File: src/rtl/store_rmw_unit.sv
// rtl/store_rmw_unit.sv - Byte/halfword/word store unit doing read-modify-write on a word-only memory
//
// Ports:
//   clk, rst_n                  clock, synchronous active-low reset
//   st_valid/st_ready           store request handshake (ready only while idle)
//   st_addr, st_size, st_data   byte address, size (00 byte, 01 half, 1x word), right-justified data
//   st_done                     one-cycle completion pulse
//   mem_addr, mem_re, mem_rdata memory word address, read strobe, read data (MEM_RD_LAT cycles later)
//   mem_we, mem_wdata           memory write strobe and merged write word
//   st_err                      misalignment trap pulse, only with MISALIGN_TRAP_EN defined
//
// Build option: MISALIGN_TRAP_EN - misaligned half/word stores complete with st_err
// instead of touching memory.
module store_rmw_unit #(
    parameter int ADDR_W     = 32,
    parameter int MEM_RD_LAT = 1
) (
    input  logic              clk,
    input  logic              rst_n,
    input  logic              st_valid,
    output logic              st_ready,
    input  logic [ADDR_W-1:0] st_addr,
    input  logic [1:0]        st_size,
    input  logic [31:0]       st_data,
    output logic              st_done,
    output logic [ADDR_W-3:0] mem_addr,
    output logic              mem_re,
    input  logic [31:0]       mem_rdata,
    output logic              mem_we,
    output logic [31:0]       mem_wdata
`ifdef MISALIGN_TRAP_EN
    ,
    output logic              st_err
`endif
);

    typedef enum logic [1:0] {
        S_IDLE  = 2'd0,
        S_READ  = 2'd1,
        S_WAIT  = 2'd2,
        S_WRITE = 2'd3
    } state_e;

    state_e            state_q, state_d;
    logic [1:0]        cnt_q, cnt_d;
    logic [1:0]        off_q, off_d;
    logic              byte_q, byte_d;
    logic [15:0]       data_q, data_d;
    logic              mem_re_q, mem_re_d;
    logic              mem_we_q, mem_we_d;
    logic              st_done_q, st_done_d;
    logic [ADDR_W-3:0] mem_addr_q, mem_addr_d;
    logic [31:0]       mem_wdata_q, mem_wdata_d;
`ifdef MISALIGN_TRAP_EN
    logic              st_err_q, st_err_d;
`endif

    logic        accept;
    logic        is_word;
    logic        trap;
    logic [31:0] merged;

    assign accept  = st_valid && (state_q == S_IDLE);
    assign is_word = st_size[1];

`ifdef MISALIGN_TRAP_EN
    assign trap = ((st_size == 2'b01) && st_addr[0]) || (is_word && (st_addr[1:0] != 2'b00));
`else
    assign trap = 1'b0;
`endif

    // Merge the latched lane into the word arriving from memory this cycle.
    always_comb begin
        merged = mem_rdata;
        if (byte_q) begin
            case (off_q)
                2'd0:    merged[7:0]   = data_q[7:0];
                2'd1:    merged[15:8]  = data_q[7:0];
                2'd2:    merged[23:16] = data_q[7:0];
                default: merged[31:24] = data_q[7:0];
            endcase
        end else if (off_q[1]) begin
            merged[31:16] = data_q;
        end else begin
            merged[15:0] = data_q;
        end
    end

    always_ff @(posedge clk) begin
        if (!rst_n) begin
            state_q     <= S_IDLE;
            cnt_q       <= 2'd0;
            off_q       <= 2'd0;
            byte_q      <= 1'b0;
            data_q      <= 16'd0;
            mem_re_q    <= 1'b0;
            mem_we_q    <= 1'b0;
            st_done_q   <= 1'b0;
            mem_addr_q  <= '0;
            mem_wdata_q <= 32'd0;
`ifdef MISALIGN_TRAP_EN
            st_err_q    <= 1'b0;
`endif
        end else begin
            state_q     <= state_d;
            cnt_q       <= cnt_d;
            off_q       <= off_d;
            byte_q      <= byte_d;
            data_q      <= data_d;
            mem_re_q    <= mem_re_d;
            mem_we_q    <= mem_we_d;
            st_done_q   <= st_done_d;
            mem_addr_q  <= mem_addr_d;
            mem_wdata_q <= mem_wdata_d;
`ifdef MISALIGN_TRAP_EN
            st_err_q    <= st_err_d;
`endif
        end
    end

    // Trapped stores reuse WRITE as their single busy cycle, with no strobe.
    always_comb begin
        state_d = state_q;
        cnt_d   = cnt_q;
        case (state_q)
            S_IDLE: begin
                if (accept) state_d = (trap || is_word) ? S_WRITE : S_READ;
            end
            S_READ: begin
                state_d = S_WAIT;
                cnt_d   = 2'(MEM_RD_LAT - 1);
            end
            S_WAIT: begin
                if (cnt_q == 2'd0) state_d = S_WRITE;
                else               cnt_d   = cnt_q - 2'd1;
            end
            default: state_d = S_IDLE;
        endcase
    end

    // Outputs are registered, so strobes are computed one cycle ahead of the state they belong to.
    always_comb begin
        mem_re_d    = 1'b0;
        mem_we_d    = 1'b0;
        st_done_d   = 1'b0;
        mem_addr_d  = mem_addr_q;
        mem_wdata_d = mem_wdata_q;
        off_d       = off_q;
        byte_d      = byte_q;
        data_d      = data_q;
`ifdef MISALIGN_TRAP_EN
        st_err_d    = 1'b0;
`endif
        if (accept) begin
            off_d  = st_addr[1:0];
            byte_d = (st_size == 2'b00);
            data_d = st_data[15:0];
            if (trap) begin
                st_done_d = 1'b1;
`ifdef MISALIGN_TRAP_EN
                st_err_d  = 1'b1;
`endif
            end else begin
                mem_addr_d = st_addr[ADDR_W-1:2];
                if (is_word) begin
                    mem_we_d    = 1'b1;
                    st_done_d   = 1'b1;
                    mem_wdata_d = st_data;
                end else begin
                    mem_re_d = 1'b1;
                end
            end
        end
        // Last WAIT cycle: read data is valid now, merge it straight into the write register.
        if ((state_q == S_WAIT) && (cnt_q == 2'd0)) begin
            mem_we_d    = 1'b1;
            st_done_d   = 1'b1;
            mem_wdata_d = merged;
        end
    end

    assign st_ready  = (state_q == S_IDLE);
    assign st_done   = st_done_q;
    assign mem_addr  = mem_addr_q;
    assign mem_re    = mem_re_q;
    assign mem_we    = mem_we_q;
    assign mem_wdata = mem_wdata_q;
`ifdef MISALIGN_TRAP_EN
    assign st_err    = st_err_q;
`endif

endmodule
File: config.mk
export PLATFORM = sky130hd
export DESIGN_NAME = store_rmw_unit
export DESIGN_NICKNAME = d
export VERILOG_FILES = /design/src/rtl/store_rmw_unit.sv
export SDC_FILE = /design/constraint.sdc
export NUM_CORES = 1
export LEC_CHECK = 0
export BUFFER_PORTS_ARGS = -buffer_cell sky130_fd_sc_hd__buf_4
export CAP_MARGIN = 20
export CORE_MARGIN = 8
export CORE_UTILIZATION = 35
export DETAILED_ROUTE_END_ITERATION = 7
export RECOVER_POWER = 100
export SYNTH_ARGS = -nofsm -noshare
export SYNTH_HDL_FRONTEND = slang
export SYNTH_SLANG_ARGS = --single-unit
File: constraint.sdc
create_clock -name clk -period 3.1 [get_ports clk]
set_input_delay 0 -clock clk [delete_from_list [all_inputs] [get_ports clk]]
set_output_delay 0 -clock clk [all_outputs]
set_load 0.05 [all_outputs]
; Word level (Yosys, flattened, before mapping)
; Index checks and enable logic that the tools add are counted.
[classes]
bitwise = 0
add_sub_neg = 1
eq_ne = 7
div_mod_pow = 0
n_shift = 0
mux = 20
n_lt_le_gt_ge = 0
reduce_logical = 14
multipliers = 0
[op_table]
columns = op, count
row1 = $mux 32, 4
row2 = $mux 16, 2
row3 = $mux 8, 4
row4 = $logic_not 2->1, 4
row5 = $mux 2, 4
row6 = $reduce_and 2->1, 4
row7 = $pmux 2 s3, 1
row8 = $reduce_bool 2->1, 3
row9 = $eq 2x1->1 const B, 2
row10 = $eq 2x2->1 const B, 2
row11 = $mux 1, 4
row12 = $ne 2x2->1 const B, 2
row13 = $pmux 2 s2, 1
row14 = $reduce_or 3->1, 1
row15 = $logic_and 1x1->1, 2
row16 = $ne 2x1->1 const B, 1
row17 = $sub 2x1->2 const B, 1
[totals]
ff_bits = 87
latch_bits = 0
n_memories = 0
romBits = 0
input_bits = 101
mem_bits_rw = 0

; Longest topological paths before layout
; Gate-level depths: netlist (run 1).
[logic_depth]
word_depth = 5
mapped_depth = 9

; Worst setup path after synthesis (run 1)
; OpenSTA, ideal clock, no wires.
[synth_path]
path_type = register to register
from = register state_q[0]
to = register mem_wdata_q[6], in the netlist mem_wdata[6]
t_required_ps = 2970
slack_ps = 1157
path_buffers = 2
t_arrival_ps = 1812
stages_incl_launch_ff = 9
path_cell_list = dfxtp_1 -> inv_1 -> ha_1 -> nand3_1 -> and3_1 -> clkbuf_1 -> buf_2 -> a32oi_1 -> o31ai_1
[synth_between]
elab_chain_len = 4
word_cells_on_any_way = 8
cone_classes = 1 x eq/ne / 1 x mux / 6 x reduce/logical
[synth_rtl]
columns = item, line_no
row1 = start: declaration, 44  ; state_e state_q, state_d;
row2 = start signal: assignment, 105  ; state_q <= state_d;
row3 = $logic_not 2->1, -
row4 = net st_ready, 21  ; output logic st_ready,
row5 = $logic_and 1x1->1, 63  ; assign accept = st_valid && (state_q == S_IDLE);
row6 = $reduce_bool 2->1 (no source line), -
row7 = $reduce_and 2->1 (no source line), -
row8 = end signal: assignment, 114  ; mem_wdata_q <= mem_wdata_d;
row9 = end: declaration, 53  ; logic [31:0] mem_wdata_q, mem_wdata_d;
; The timed path passes the listed nets, and every way through them passes these cells.
; A chain may end at the register's enable or synchronous reset.

; Final worst setup path (run 1)
[layout_path]
from = register state_q[1]
to = register mem_wdata_q[2], in the netlist mem_wdata[2]
[layout_between]
elab_chain_len = 4
word_cells_on_any_way = 8
cone_classes = 1 x eq/ne / 1 x mux / 6 x reduce/logical
[layout_rtl]
columns = item, line_no
row1 = $eq 2x2->1 / $logic_not 2->1 (equally long branches), "175, 63"
row2 = $logic_and 1x1->1 (on tied branches), "175, 63"
row3 = $reduce_bool 2->1 (no source line), -
row4 = $reduce_and 2->1 (no source line), -
; Parallel ways exist; a longest one is shown, timed or not.

==> results of run 1 <==
Yosys cell counts (all sizes together):
| library cell | number |
|---|---|
| and3 | 1 |
| nor3b | 1 |
| dfxtp | 87 |
| a21oi | 20 |
| and3b | 1 |
| mux2i | 35 |
| o21a | 1 |
| nor2 | 4 |
| nor2b | 3 |
| o31ai | 17 |
| a32oi | 16 |
| ha | 6 |
| clkbuf | 23 |
| nor3 | 1 |
| o21ai | 48 |
| mux2 | 16 |
| nand3 | 1 |
| nand2 | 118 |
| nand2b | 1 |
| a21boi | 49 |
| inv | 7 |
| buf | 17 |
| and2 | 4 |
power groups by stage:
stage | Sequential [mW] | Clock [mW] | Combinational, mW
CTS | 1.59 | 1.12 | 2.52
global placement | 1.59 | 0 | 2.35
finish | 1.58 | 1.10 | 2.29
global route | 1.61 | 1.18 | 2.48
detailed placement | 1.61 | 0 | 2.39
floorplan | 2.28 | 0 | 0.996
per-stage QoR:
| step | instance area (um^2) | instances |
|---|---|---|
| 2_1_floorplan | 4180 | 477 |
| 3_3_place_gp | 5430 | 753 |
| 3_5_place_dp | 5430 | 753 |
| 4_1_cts | 6490 | 844 |
| 5_1_grt | 6240 | 844 |
| 6_report | 6240 | 844 |
per-layer routing:
metal	share of wire (%)	up-vias	global-route usage [%]
met2	51	100	31.1
li1	-	2087	-
met1	41	1939	19.4
met3	6.1	14	5.78
met4	1.4	0	5.59
met5	0	-	0
flip-flops by register name (all words and copies together) (netlist names):
name / flops
mem_wdata: 32
mem_addr: 30
data_q: 16
cnt_q: 2
off_q: 2
state_q: 2
byte_q: 1
mem_re: 1
st_done: 1
critical path, delay by kind of cell (launching register included):
| family | cells | cell delay [ns] |
|---|---|---|
| fa+ha+maj | 1 | 0.27 |
| compound gates | 2 | 0.41 |
| buf+inv | 3 | 1.02 |
| flops | 1 | 0.40 |
| simple gates | 3 | 0.47 |
cell families after synthesis:
group | synth area share [%]
mux | 14.1
simple gates | 13.0
fa+ha+maj | 1.80
compound gates | 23.9
flops | 41.7
buf+inv | 5.45
final timing paths:
| path | endpoint | slack, ns | cells past startpoint |
|---|---|---|---|
| worst max-delay path | mem_wdata[2] | 0.41 | 9 |
| worst min-delay path | mem_wdata[7] | 0.008 | 3 |
| worst max register to register | mem_wdata[2] | 0.41 | 9 |
| worst min register to register | mem_wdata[11] | 0.45 | 2 |
final cells by class:
type	count	area share [%]
tap	147	2.95
inverter	7	0.421
clock buffer	11	3.89
timing repair buffer	245	28.5
sequential	87	27.9
multi-input combinational	343	35.4
clock inverter	4	0.883
timing repair:
| action | CTS | global route |
|---|---|---|
| buffers inserted | 0 | 0 |
| endpoints found under the hold margin | 82 | 0 |
| hold buffers | 76 | 0 |
| setup endpoints to repair | 0 | 0 |
==> qor.yml, run 1 <==
run_status:
  status: "complete, but fails checks"
  violations: "max-capacitance violations, max-slew violations"
layout:
  layout_commonest_cell: "nand2_1"
  multiInputGateArea_um2: 2210
  final_cell_mix: "nand2_1 (117), buf_4 (102), dfxtp_1 (87)"
  num-fill-cells: 1148
  final-seq-area_um2: 1740
  fin_nets: 800
  syn_to_final_growth_pct: 49.3
  drive_above_1_share_pct: 19.7
  postLayoutCoreUtil_pct: 52.8
  diodes: 0
power:
  p_clk_share_pct: 22.1
  seqPwrFrac_pct: 31.7
  sw_frac_of_total_pct: 46.0
  power.total_mw: 4.97
  p_per_area_nw_per_um2: 797
  ir_worst_vdd_mv: 0.412
  p_int_mw: 2.68
  p_sw_mw: 2.29
  power.leakage_nw: 2.53
  p_comb_share_pct: 46.2
sta:
  slew_headroom_pct: -19.7
  skew_ns: 0.00613
  max_slew.worst_pin.slew_ns: 1.79
  whs_ns: 0.00799
  clock.fmax_mhz: 372
  setup_ws_ns: 0.409
  min_period_ns: 2.69
  fin_crit_sh_pct: 86.8
  slew_viol_final: 52
  rsz0062_at_grt: "false"
  tns_ns: 0
  finalHoldViolations: 0
  setup_viol: 0
yosys:
  synth.avg_cell_area_um2: 8.76
  synth_top_cells_by_area: "dfxtp_1 (42%), nand2_1 (11%), a21boi_0 (8.6%), mux2i_1 (8.4%), mux2_4 (5.8%)"
  yosysTopAreaCellShare_pct: 41.7
  ys_types: 30
  ys_seq_area_share_pct: 41.7
  synth_nets: 584
  synth_cells: 477
  yosysTopAreaCell: "dfxtp_1"
  ys_ff_latch: 87
  yosysWarnings: 0
  syn_area_um2: 4180
critical_path:
  path_cells: "inv_1 > ha_1 > nand3_1 > nand2_1 > nand2_2 > inv_2 > a32oi_1 > o31ai_1 > dlygate4sd3_1"
  critical_path_class: "register to register"
  setup.worst_path.start: "state_q[1]"
  max_stage_delay_ns: 0.60
  critPathSlowestCell: "dlygate4sd3_1"
  timing.rr.start: "state_q[1]"
  arrival_ns: 2.92
  end_kind: "register"
  critPathRequiredTime_ns: 3.33
  path_max_fanout: 33
  startpoint_type: "register"
place:
  gp_congestion: 0.760
  place_ws_ns: 0.871
  port_buffers: 166
  dp_hpwl_um: 9340
floorplanning:
  die_area_um2: 15700
  die_w_um: 125
  die_y_um: 125
  core-area_um2: 11800
  start_util_pct: 35.4
  core.rowCount: 40
  io_pins: 167
grt:
  grt_first_pass_wirelength_um: 22300
  grt_util_all_layers_pct: 17.5
  grt_overflow: 0
  grt_start_max_net_pins: 57
  antenna_found_initial: 0
  grt_pass1_vias: 4365
clock_network:
  cts-root-buf: "clkbuf_16"
  numCtsBuffers: 9
  cts_resized: 0
  clock-sinks: 87
  clock_latency_ns: 0.34
  cts_max_level: 3
  clk_pin_slew_ns: 0.07
  cts_buffer_depth: 2
  cts_tree: "yes"
worst_hold_path:
  hp-start: "mem_rdata[7]"
  hold_class: "input pin to register"
drt:
  drt_iter0_markers: 247
  first_pass_iters: 4
  drc_errors: 0
  vias_per_cell: 4.91
  route.detailed.wl_per_inst_um: 16.6
  vias: 4140
  postRouteAntennaNets: 0
  drt-total-wl_um: 14000
run:
  maxCapViolations: 1
Note: power is estimated with default switching activity, not from simulation.
==> inputs of run 2 (changes only) <==
CAP_MARGIN = 5   (was 20)
GPL_TIMING_DRIVEN = 0   (was unset)
SLEW_MARGIN = 20   (was unset)
==> run 2 against run 1 <==
  * The flow now finishes without violations
  * Clock power fell by 5%
  * Die area did not move
  * Cell count grew 5.2%
  * Critical path depth did not move
  * Global-route usage grew 1.5 points
  * Worst setup slack improved by 0.089 ns
  * Count of clock-buffer cells in the layout down 1
  * Fmax increased by 3.4%
  * Final area grew 3.5%
  * Sequential power hardly changed
  * Via count increased by 6.3%
  * Combinational power rose by 7%
  * Highest routed layer unchanged
==> qor.yml, run 2 (synthesis results as in run 1) <==
power:
  seqPwrFrac_pct: 31.0  # was 31.7%
  p_comb_share_pct: 48.4  # was 46.2%
  p_per_area_nw_per_um2: 787  # was 797 nW/um^2
  ir_worst_vdd_mv: 0.347  # was 0.412 mV
  p_clk_share_pct: 20.6  # was 22.1%
  sw_frac_of_total_pct: 47.1  # was 46.0%
  power.leakage_nw: 2.64  # was 2.53 nW
  p_sw_mw: 2.39  # was 2.29 mW
  p_int_mw: 2.69  # was 2.68 mW
clock_network:
  cts-root-buf: "clkbuf_16"  # unchanged
  cts_tree: "yes"  # unchanged
  numCtsBuffers: 9  # unchanged
  clock-sinks: 87  # unchanged
  clk_pin_slew_ns: 0.07  # about the same
  cts_max_level: 3  # unchanged
  cts_resized: 0  # unchanged
  clock_latency_ns: 0.35  # was 0.34 ns
  cts_buffer_depth: 2  # unchanged
  cts_setup_buffers: 0  # unchanged
grt:
  grt_first_pass_wirelength_um: 24000  # was 22300 um
  grt_util_all_layers_pct: 19.0  # was 17.5%
  antenna_found_initial: 0  # unchanged
  grt_start_max_net_pins: 16  # was 57
  grt_overflow: 0  # unchanged
  grt_pass1_vias: 4800  # was 4365
drt:
  postRouteAntennaNets: 0  # unchanged
  drt_iter0_markers: 160  # was 247
  drc_errors: 0  # unchanged
  route.detailed.wl_per_inst_um: 16.8  # was 16.6 um
  vias_per_cell: 4.95  # was 4.91
  drt-total-wl_um: 14900  # was 14000 um
  first_pass_iters: 4  # unchanged
  vias: 4399  # was 4140
critical_path:
  critPathRequiredTime_ns: 3.39  # was 3.33 ns
  setup.worst_path.start: "state_q[0]"  # was state_q[1]
  path_common_cell: "clkbuf_1"
  end_kind: "register"  # unchanged
  critical_path_class: "register to register"  # unchanged
  path_cells: "inv_1 > ha_1 > nand3_1 > and3_1 > clkbuf_1 > clkbuf_1 > a32oi_1 > o31ai_1 > dlygate4sd3_1"  # was inv_1 > ha_1 > nand3_1 > nand2_1 > nand2_2 > inv_2 > a32oi_1 > o31ai_1 > dlygate4sd3_1
  startpoint_type: "register"  # unchanged
  arrival_ns: 2.90  # was 2.92 ns
  critPathSlowestCell: "dlygate4sd3_1"  # unchanged
  timing.rr.start: "state_q[0]"  # was state_q[1]
  max_stage_delay_ns: 0.57  # was 0.60 ns
  path_max_fanout: 10  # was 33
place:
  placed_area_um2: 5600  # was 5430 um^2
  dp_hpwl_um: 10700  # was 9340 um
  port_buffers: 165  # was 166
  gp_congestion: 0.834  # was 0.760
layout:
  syn_to_final_growth_pct: 54.6  # was 49.3%
  drive_above_1_share_pct: 19.7  # about the same
  final_cell_area_um2: 6460  # was 6240 um^2
  postLayoutCoreUtil_pct: 54.7  # was 52.8%
  final_cell_mix: "nand2_1 (117), buf_4 (101), clkbuf_1 (95)"  # was nand2_1 (117), buf_4 (102), dfxtp_1 (87)
  diodes: 0  # unchanged
  fin_nets: 843  # was 800
  layout_commonest_cell: "nand2_1"  # unchanged
  largest_register_ffs: 32  # unchanged
sta:
  slew_headroom_pct: 57.6  # was -19.7%
  min_period_ns: 2.60  # was 2.69 ns
  fin_crit_sh_pct: 83.9  # was 86.8%
  rsz0062_at_grt: "false"  # unchanged
  setup_viol: 0  # unchanged
  slew_viol_final: 0  # was 52
  finalHoldViolations: 0  # unchanged
  max_slew.worst_pin.slew_ns: 0.638  # was 1.79 ns
  skew_ns: 0.00607  # was 0.00613 ns
  clock.fmax_mhz: 384  # was 372 MHz
  tns_ns: 0  # unchanged
worst_hold_path:
  hold_class: "input pin to register"  # unchanged
  hp-start: "rst_n"  # was mem_rdata[7]
floorplanning:
  start_util_pct: 35.4  # unchanged
  die_area_um2: 15700  # unchanged
  core-area_um2: 11800  # unchanged
  core.rowCount: 40  # unchanged
  io_pins: 167  # unchanged
  die_y_um: 125  # unchanged
  die_w_um: 125  # unchanged
run:
  maxCapViolations: 0  # was 1
run_status:
  status: "complete, no violations"  # was complete, but fails checks
-- run 2: power groups by stage --
stage	registers [mW]	logic [mW]	clock network [mW]
after floorplan	2.28	0.996	0
after global placement	1.59	2.48	0
after detailed placement	1.60	2.51	0
after CTS	1.58	2.67	1.06
after global routing	1.61	2.66	1.11
final	1.57	2.46	1.05
-- run 2: layout make-up --
type,count,area [um^2]
multi-input cells,343,2210
clock buffers,10,239
repair buffers,248,1820
fillers,1158,5360
clock inverters,6,42.5
inverters,7,26.3
well taps,147,184
plain buffers,40,194
flip-flops and latches,87,1740
-- run 2: worst paths after layout --
path / end / cells past startpoint / slack, ns
max: mem_wdata[21] / 9 / 0.50
max reg2reg: mem_wdata[21] / 9 / 0.50
min: mem_re / 2 / 0.01
min reg2reg: mem_wdata[27] / 2 / 0.45
-- run 2: through the flow --
step | total power [mW] | hold slack (ns) | worst slack (ns) | cells
after floorplan | 3.28 | 0.0758 | 1.16 | 477
after global placement | 4.07 | 0.197 | 1.23 | 789
after detailed placement | 4.11 | 0.199 | 1.20 | 789
after CTS | 5.32 | 0.00797 | 0.628 | 888
after global routing | 5.37 | 0.0248 | 0.256 | 888
final | 5.08 | 0.0132 | 0.498 | 888
-- run 2: what timing repair did --
action,4_1_cts,5_1_grt
endpoints found under the setup margin,0,0
endpoints found under the hold margin,82,0
hold buffers,83,0
-- run 2: per-layer routing --
layer	GRT usage [%]	wire, um	up-vias
li1	-	-	2184
met1	20.5	6070	2065
met2	33.7	7480	130
met3	5.35	1010	20
met4	9.10	362	0
met5	0	0	-
-- run 2: worst max-delay path, delay by kind of cell, from the launching register on --
kind	cells	cell delay (ns)
and+or+nand+nor	2	0.29
adders and majority gates	1	0.28
AOI/OAI and AO/OA	2	0.20
DFF	1	0.39
buffers and inverters	4	1.38
==> inputs of run 3 (changes only) <==
clock period = 2.3 ns   (was 3.1 ns; I/O delays follow)
==> run 3 against run 2 <==
  * Clock power increased by 34%
  * Clock skew increased by 0.0020 ns
  * Global-route usage about the same
  * Critical path type unchanged
  * Largest cell class unchanged
  * Largest power group unchanged
  * Highest routed layer unchanged
==> qor.yml, run 3 (synthesis results as in run 1) <==
layout:
  drive_above_1_share_pct: 20.4  # was 19.7%
  syn_to_final_growth_pct: 54.3  # was 54.6%
  diodes: 0  # unchanged
  instances_no_fill: 886  # was 888
  largest_register_ffs: 32  # unchanged
  fin_nets: 841  # was 843
  layout_commonest_cell: "nand2_1"  # unchanged
  final_cell_mix: "nand2_1 (117), buf_4 (101), clkbuf_1 (89)"  # was nand2_1 (117), buf_4 (101), clkbuf_1 (95)
place:
  port_buffers: 165  # unchanged
  gp_congestion: 0.834  # unchanged
  dp.cells: 789  # unchanged
  place_ws_ns: 0.403  # was 1.20 ns
  dp_hpwl_um: 10700  # unchanged
sta:
  setup_viol: 0  # unchanged
  slew_viol_final: 0  # unchanged
  skew_ns: 0.00803  # was 0.00607 ns
  min_period_ns: 2.02  # was 2.60 ns
  clock.fmax_mhz: 494  # was 384 MHz
  slew_headroom_pct: 57.4  # was 57.6%
  finalHoldViolations: 0  # unchanged
  fin_crit_sh_pct: 88.0  # was 83.9%
  tns_ns: 0  # unchanged
  setup_ws_ns: 0.276  # was 0.498 ns
  whs_ns: 0.0181  # was 0.0132 ns
  max_slew.worst_pin.slew_ns: 0.642  # was 0.638 ns
  rsz0062_at_grt: "false"  # unchanged
drt:
  postRouteAntennaNets: 0  # unchanged
  drt_iter0_markers: 175  # was 160
  wl_met2_um: 7470  # was 7480 um
  drt-total-wl_um: 14900  # unchanged
  met3_length_um: 886  # was 1010 um
  top_layer: "met4"  # unchanged
  route.detailed.wl_per_inst_um: 16.8  # about the same
  first_pass_iters: 4  # unchanged
  drc_errors: 0  # unchanged
  vias_per_cell: 4.98  # was 4.95
  vias: 4412  # was 4399
  m1WireLength_um: 6150  # was 6070 um
power:
  p_per_area_nw_per_um2: 1050  # was 787 nW/um^2
  power.leakage_nw: 2.61  # was 2.64 nW
  ir_worst_vdd_mv: 0.466  # was 0.347 mV
  power.total_mw: 6.75  # was 5.08 mW
run:
  maxCapViolations: 0  # unchanged
critical_path:
  critPathRequiredTime_ns: 2.51  # was 3.39 ns
  path_max_fanout: 10  # unchanged
  end_kind: "register"  # unchanged
  r2r-end: "mem_wdata[4]"  # was mem_wdata[21]
  reg2reg_slack_ns: 0.28  # was 0.50 ns
  startpoint_type: "register"  # unchanged
  timing.rr.start: "state_q[0]"  # unchanged
  arrival_ns: 2.24  # was 2.90 ns
  r2r_cells: 9  # unchanged
  critical_path_class: "register to register"  # unchanged
floorplanning:
  io_pins: 167  # unchanged
  die_area_um2: 15700  # unchanged
  die_w_um: 125  # unchanged
  core-area_um2: 11800  # unchanged
  die_y_um: 125  # unchanged
  core.rowCount: 40  # unchanged
  start_util_pct: 35.4  # unchanged
grt:
  grt_overflow: 0  # unchanged
  grt_util_all_layers_pct: 19.0  # about the same
  antenna_found_initial: 0  # unchanged
  grt_first_pass_wirelength_um: 24000  # about the same
  grt_start_max_net_pins: 16  # unchanged
  grt_pass1_vias: 4753  # was 4800
run_status:
  status: "complete, no violations"  # unchanged
worst_hold_path:
  hp-start: "mem_rdata[1]"  # was rst_n
  hold_depth: 3  # was 2
  min_to: "mem_wdata[1]"  # was mem_re
  hold_class: "input pin to register"  # unchanged
clock_network:
  cts-root-buf: "clkbuf_16"  # unchanged
  clock-sinks: 87  # unchanged
  cts_buffer_depth: 2  # unchanged
  numCtsBuffers: 9  # unchanged
  cts_max_level: 3  # unchanged
  clk_pin_slew_ns: 0.06  # was 0.07 ns
  clock_latency_ns: 0.35  # about the same
  cts_setup_buffers: 0  # unchanged
  cts_tree: "yes"  # unchanged
-- run 3: timing repair --
action	CTS	global route
hold buffers	81	0
hold endpoints to repair	82	0
gates resized for setup	0	0
-- run 3: worst max path at each step --
stage / startpoint / endpoint / slack [ns] / depth (start not counted)
after floorplan: state_q[0] / mem_wdata[6] / 0.36 / 8
after global placement: state_q[0] / mem_wdata[0] / 0.43 / 9
after detailed placement: state_q[0] / mem_wdata[2] / 0.40 / 9
after CTS: state_q[0] / mem_wdata[2] / 0.37 / 9
after global routing: state_q[0] / mem_wdata[2] / 0.11 / 9
final: state_q[0] / mem_wdata[4] / 0.28 / 9
-- run 3: power breakdown --
part           internal [mW]  switching [mW]  total [mW]
logic                  0.904            2.31        3.22
clock network          0.766           0.640        1.41
registers               1.87           0.249        2.12
total                   3.54            3.20        6.75
-- run 3: final cells by class --
type	count	area [um^2]
Timing Repair Buffer	246	1800
Tap cell	147	184
Clock buffer	10	239
Fill cell	1155	5370
Inverter	7	26.3
Sequential cell	87	1740
Clock inverter	6	42.5
Multi-Input combinational cell	343	2210
Buffer	40	201
-- run 3: stage by stage --
stage	instance area [um^2]	util [%]
3_3_place_gp	5600	47.4
5_1_grt	6440	54.6
6_report	6440	54.6
3_5_place_dp	5600	47.4
4_1_cts	6690	56.7
2_1_floorplan	4180	-
-- run 3: per-layer routing --
layer	vias to the layer above	global-route usage (%)
li1	2179	-
met1	2084	20.5
met2	128	33.6
met3	21	5.35
met4	0	8.95
met5	-	0
-- run 3: critical path: stages (launching register included) --
cell	delay, ns
dfxtp_1	0.39
inv_1	0.10
ha_1	0.28
nand3_1	0.13
nand2_1	0.08
nand2_2	0.18
inv_1	0.13
clkbuf_2	0.25
a32oi_1	0.26
o31ai_1	0.09
